===== src/rtl/mux_sweep_pkg.sv =====
// Shared definitions for the 6-to-1 mux sweep sequencer: state encoding and
// select/capture widths.
package mux_sweep_pkg;

  localparam int SEL_WIDTH        = 3;
  localparam int CAP_WIDTH        = 6;
  localparam int DEFAULT_LAST_SEL = 5;

  typedef enum logic [1:0] {
    ST_IDLE   = 2'd0,
    ST_SCAN   = 2'd1,
    ST_FINISH = 2'd2
  } state_t;

endpackage


===== src/rtl/rate_divider.sv =====
// Dwell counter: counts 0..period while enabled and flags the cycle where the
// count reaches period, wrapping back to zero on that cycle.
module rate_divider #(
  parameter int DIV_WIDTH = 26
) (
  input  logic                 CLOCK_50,
  input  logic                 RESET,
  input  logic                 clear,
  input  logic                 enable,
  input  logic [DIV_WIDTH-1:0] period,
  output logic                 tick
);

  logic [DIV_WIDTH-1:0] count;

  // Tick is qualified by enable so a frozen divider never reports a sample.
  assign tick = enable && (count == period);

  always_ff @(posedge CLOCK_50) begin
    if (RESET || clear) begin
      count <= '0;
    end else if (enable) begin
      if (count == period) begin
        count <= '0;
      end else begin
        count <= count + DIV_WIDTH'(1);
      end
    end
  end

endmodule


===== src/rtl/mux_sweep_ctrl.sv =====
// Sweeps the mux select through 0..LAST_SEL at a programmable dwell and
// assembles the sampled mux output into a capture word.
module mux_sweep_ctrl
  import mux_sweep_pkg::*;
#(
  parameter int DIV_WIDTH = 26,
  parameter int LAST_SEL  = DEFAULT_LAST_SEL
) (
  input  logic                 CLOCK_50,
  input  logic                 RESET,
  input  logic                 START,
  input  logic                 HOLD,
  input  logic [DIV_WIDTH-1:0] RATE,
  input  logic                 MUX_OUT,
  output logic [SEL_WIDTH-1:0] SELECT,
  output logic [CAP_WIDTH-1:0] CAPTURE,
  output logic                 BUSY,
  output logic                 DONE
);

  localparam logic [SEL_WIDTH-1:0] LAST = SEL_WIDTH'(LAST_SEL);

  state_t               state;
  state_t               state_nxt;
  logic [DIV_WIDTH-1:0] rate_q;
  logic                 div_clear;
  logic                 div_enable;
  logic                 tick;

  rate_divider #(
    .DIV_WIDTH(DIV_WIDTH)
  ) u_rate_divider (
    .CLOCK_50(CLOCK_50),
    .RESET   (RESET),
    .clear   (div_clear),
    .enable  (div_enable),
    .period  (rate_q),
    .tick    (tick)
  );

  always_ff @(posedge CLOCK_50) begin
    if (RESET) begin
      state <= ST_IDLE;
    end else begin
      state <= state_nxt;
    end
  end

  always_comb begin
    state_nxt  = state;
    div_clear  = 1'b0;
    div_enable = 1'b0;
    case (state)
      ST_IDLE: begin
        div_clear = 1'b1;
        if (START) begin
          state_nxt = ST_SCAN;
        end
      end
      ST_SCAN: begin
        div_enable = !HOLD;
        if (tick && (SELECT == LAST)) begin
          state_nxt = ST_FINISH;
        end
      end
      ST_FINISH: begin
        div_clear = 1'b1;
        state_nxt = ST_IDLE;
      end
      default: begin
        div_clear = 1'b1;
        state_nxt = ST_IDLE;
      end
    endcase
  end

  // Rate is captured only on the START that launches a sweep.
  always_ff @(posedge CLOCK_50) begin
    if (RESET) begin
      rate_q <= '0;
    end else if ((state == ST_IDLE) && START) begin
      rate_q <= RATE;
    end
  end

  always_ff @(posedge CLOCK_50) begin
    if (RESET) begin
      SELECT  <= '0;
      CAPTURE <= '0;
    end else begin
      case (state)
        ST_IDLE: begin
          SELECT <= '0;
          if (START) begin
            CAPTURE <= '0;
          end
        end
        ST_SCAN: begin
          if (tick) begin
            CAPTURE[SELECT] <= MUX_OUT;
            if (SELECT != LAST) begin
              SELECT <= SELECT + SEL_WIDTH'(1);
            end
          end
        end
        default: begin
          SELECT <= '0;
        end
      endcase
    end
  end

  assign BUSY = (state != ST_IDLE);
  assign DONE = (state == ST_FINISH);

endmodule


===== config.mk =====
export PLATFORM = sky130hd
export DESIGN_NAME = mux_sweep_ctrl
export DESIGN_NICKNAME = d
export VERILOG_FILES = /design/src/rtl/mux_sweep_pkg.sv /design/src/rtl/rate_divider.sv /design/src/rtl/mux_sweep_ctrl.sv
export SDC_FILE = /design/constraint.sdc
export NUM_CORES = 1
export LEC_CHECK = 0
export ABC_AREA = 1
export CAP_MARGIN = 20
export CORE_MARGIN = 5
export CORE_UTILIZATION = 35
export CTS_CLUSTER_DIAMETER = 60
export DETAILED_ROUTE_END_ITERATION = 12
export GPL_TIMING_DRIVEN = 1
export HOLD_SLACK_MARGIN = 0.08
export PLACE_DENSITY = 0.56
export SKIP_CTS_REPAIR_TIMING = 1
export SLEW_MARGIN = 5
export SYNTH_ARGS = -nofsm -noshare
export SYNTH_HDL_FRONTEND = slang
export SYNTH_HIERARCHICAL = 1
export SYNTH_SLANG_ARGS = --single-unit

===== constraint.sdc =====
create_clock -name CLOCK_50 -period 2.2 [get_ports CLOCK_50]
set_input_delay 0.44 -clock CLOCK_50 [delete_from_list [all_inputs] [get_ports CLOCK_50]]
set_output_delay 0.44 -clock CLOCK_50 [all_outputs]
set_load 0.02 [all_outputs]

==> results by group <==
Layout
  – Diode count: 0
  – Final Core Density: 0.4356
  – Commonest non-fill, non-tap cell in the layout: nand2_1
  – Total area of sequential cells: roughly 1300 um^2
  – FILL cells: about 1200
  – Layout cells sized above 1: 0.09746
  – Area of the multi-input gates: 2181 um^2
  – Final #Nets: about 740
  – Most frequent cells in the layout: nand2_1, nor2_1, inv_1, dfxtp_1, clkdlybuf4s50_1
  – Area delta synth->final: 20.44%

Worst setup path
  – Worst reg2reg endpoint: SELECT[1]
  – CP Cell Sequence: inv_1 > nor2_1 > clkdlybuf4s50_1
  – Worst endpoint required time: about 1.8 ns
  – Reg-to-Reg Start: state[0]
  – Critical path type: flop to output port
  – Largest fanout on the critical path: 3
  – Startpoint Class: flop
  – Setup crit end kind: output port
  – Slowest library cell on the worst path: clkdlybuf4s50_1
  – R2R Setup Slk: 0.22 ns
  – R2R cell count: 13
  – Worst EP arrival: around 1.6 ns
  – Max incr delay on CP: slightly above 0.6 ns

Hold path
  – Min-delay src: rate_q[25]
  – Hold EP: rate_q[25]
  – Worst min path class: flop to flop
  – WHS Path Cells: 2

Power and ir drop
  – Leak Pwr: between 2 and 2.5 nW
  – Peak supply drop: about 0.36 mV
  – PD cells: 609.6 nW/um^2
  – Power, Total: around 2.9 mW

Synthesis
  – EDFF count, synth: 0
  – Syn Area/Cell: 6.020 um^2
  – Simple-Gate Fraction of Synth Area: 0.4600
  – Number of synthesized register bits: between 60 and 70
  – Adder-Cell Fraction of Synth Area: 0.01265
  – Main synth FF type: dfxtp_1
  – Multiplexer area fraction after synthesis: 0
  – Netlist cell types: 36
  – Mapped Cells: 657
  – Largest family of logic cells by synthesized area: simple AND/OR/NAND/NOR gates
  – Post-Syn Nets: ~690
  – Synth warn: 6
  – Post-synthesis compound-gate area fraction: 0.05220
  – Top cells by area, synth: dfxtp_1, nand2_1, nor2_1, inv_1, nand3_1
  – Post-synth top area cell: dfxtp_1
  – FFs w/ async S/R, synth: 0
  – Synth top area share: 0.3189
  – Xor/xnor share of the synthesized area: 0.02657
  – Sequential area share after synthesis: 0.3189
  – Synth Cell Area: 3955 um^2

CTS
  – Clk buf depth: 2
  – Clk root buf: clkbuf_16
  – Sink Count: 63
  – Clock Latency Late Sink: ~0.34 ns
  – CTS clock-pin slew for the worst setup and hold paths: 0.05 ns
  – Htree depth: 3
  – CTS tree: built
  – Inserted Clock Buffers: 9

Timing
  – Final Max Tran Viols: 0
  – Clock skew: 0.007783 ns
  – Relative slew slack: 0.5550
  – Final hold slack: ~0.50 ns
  – Fin crit share: 0.9071
  – Fmax: approximately 500 MHz
  – Worst slew pin tran: between 0.6 and 0.7 ns
  – RSZ-0062 raised after global routing: false
  – Post-layout minimum cycle time: approximately 2 ns
  – Count of final setup violators: 0
  – Final Hold Viols: 0

Routing
  – Vias: 3898
  – Total routed wirelength: 10.76 mm
  – WL per Instance: roughly 13 um
  – Via density: ~4.6
  – Post-DRT Antenna Nets: 0
  – Iter 0 DRT Violations: between 150 and 200
  – Pre-Repair DR Iteration Count: 4
  – Number of remaining DRC errors: 0

Global routing
  – Met2 GRT Util: 0.2677
  – Vias in the first global route: 3800
  – All-layer global routing usage: 0.1716
  – Grt peak-use layer: met2
  – Largest net degree at the start of global routing: 30
  – Overflow left after global routing: 0
  – First-pass GRT wire length: between 15 and 20 mm
  – Met3 global-route usage: 0.04819
  – Initial antenna violation count: 0
  – Met1 Use GR: 0.2292

Die
  – Die extent in x: ~120 um
  – Die height: 116.3 um
  – Core area: 10940 um^2
  – Die area: 13530 um^2
  – Initial Util: 0.3617
  – I/O pin cnt: 42
  – FP Rows: 38

Place
  – HPWL after DPL: 8.378 mm
  – Gpl congestion: about 0.95
  – PortBufs: between 40 and 50

Run status
  – Status: finished clean

Run
  – Number of max-cap violations: 0
==> cells in the mapped netlist (5+ instances only) <==
| master | count |
|---|---|
| xnor2_1 | 5 |
| nand4_1 | 7 |
| nand2_2 | 5 |
| o21ai_1 | 7 |
| o21ai_0 | 25 |
| nor3_1 | 12 |
| nor2_1 | 127 |
| inv_2 | 12 |
| inv_1 | 89 |
| nand3_1 | 28 |
| dfxtp_1 | 63 |
| nand2_1 | 212 |
| nor2_2 | 6 |
| nor2_4 | 5 |
| xor2_1 | 7 |
| nor3_2 | 10 |
==> metrics by stage <==
step	setup TNS, ns	setup WS (ns)	std cells	area [um^2]
floorplan	0	0.02240	657	3955
global placement	-0.03961	-0.01971	833	4504
detailed placement	-0.2874	-0.05967	833	4504
CTS	0	0.1849	848	4763
global route	0	0.02194	848	4763
finish	0	0.2044	848	4763
==> cell families after synthesis <==
family,count (synthesis)
adder cells (fa/ha/maj),4
AND/OR/NAND/NOR,420
buffers and inverters,119
AO/OA/AOI/OAI,39
XOR/XNOR,12
flip-flops,63
==> where the power goes <==
group	switching, mW	internal, mW	total, mW	leakage (nW)
Clock	0.484	0.785	1.27	0.127
Sequential	0.0446	1.19	1.24	0.515
Combinational	0.223	0.172	0.396	1.51
Total	0.752	2.15	2.90	2.16
==> critical path: cells and delay by family (launching register included) <==
kind / cells / cell delay [ns]
buffers and inverters: 2 / 0.70
DFF: 1 / 0.40
and+or+nand+nor: 1 / 0.11
==> layer usage <==
layer	up-vias	share of wire
met1	1706	0.47
met2	93	0.45
met4	0	0.017
met5	-	0
li1	2082	-
met3	17	0.065
==> worst max path at each step <==
stage	startpoint	endpoint	slack (ns)	cells after the start
floorplan	state[0]	SELECT[2]	0.02	16
global placement	HOLD	CAPTURE[5]	-0.02	14
detailed placement	HOLD	SELECT[0]	-0.06	11
CTS	state[1]	DONE	0.18	3
global route	state[0]	SELECT[1]	0.02	13
finish	state[1]	DONE	0.20	3
==> registers in the layout (all words and copies together) (netlist names) <==
register / count
CAPTURE: 6
SELECT: 3
rate_q: 26
state: 2
u_rate_divider/count: 26
==> layout make-up <==
type                       count  share of cell area
multi-input combinational    475              0.4578
sequential                    63              0.2648
timing repair buffer          52              0.1035
inverter                     103             0.08274
clock buffer                  14             0.05332
tap                          140             0.03677
clock inverter                 1            0.001051
Note: power is estimated with default switching activity, not from simulation.
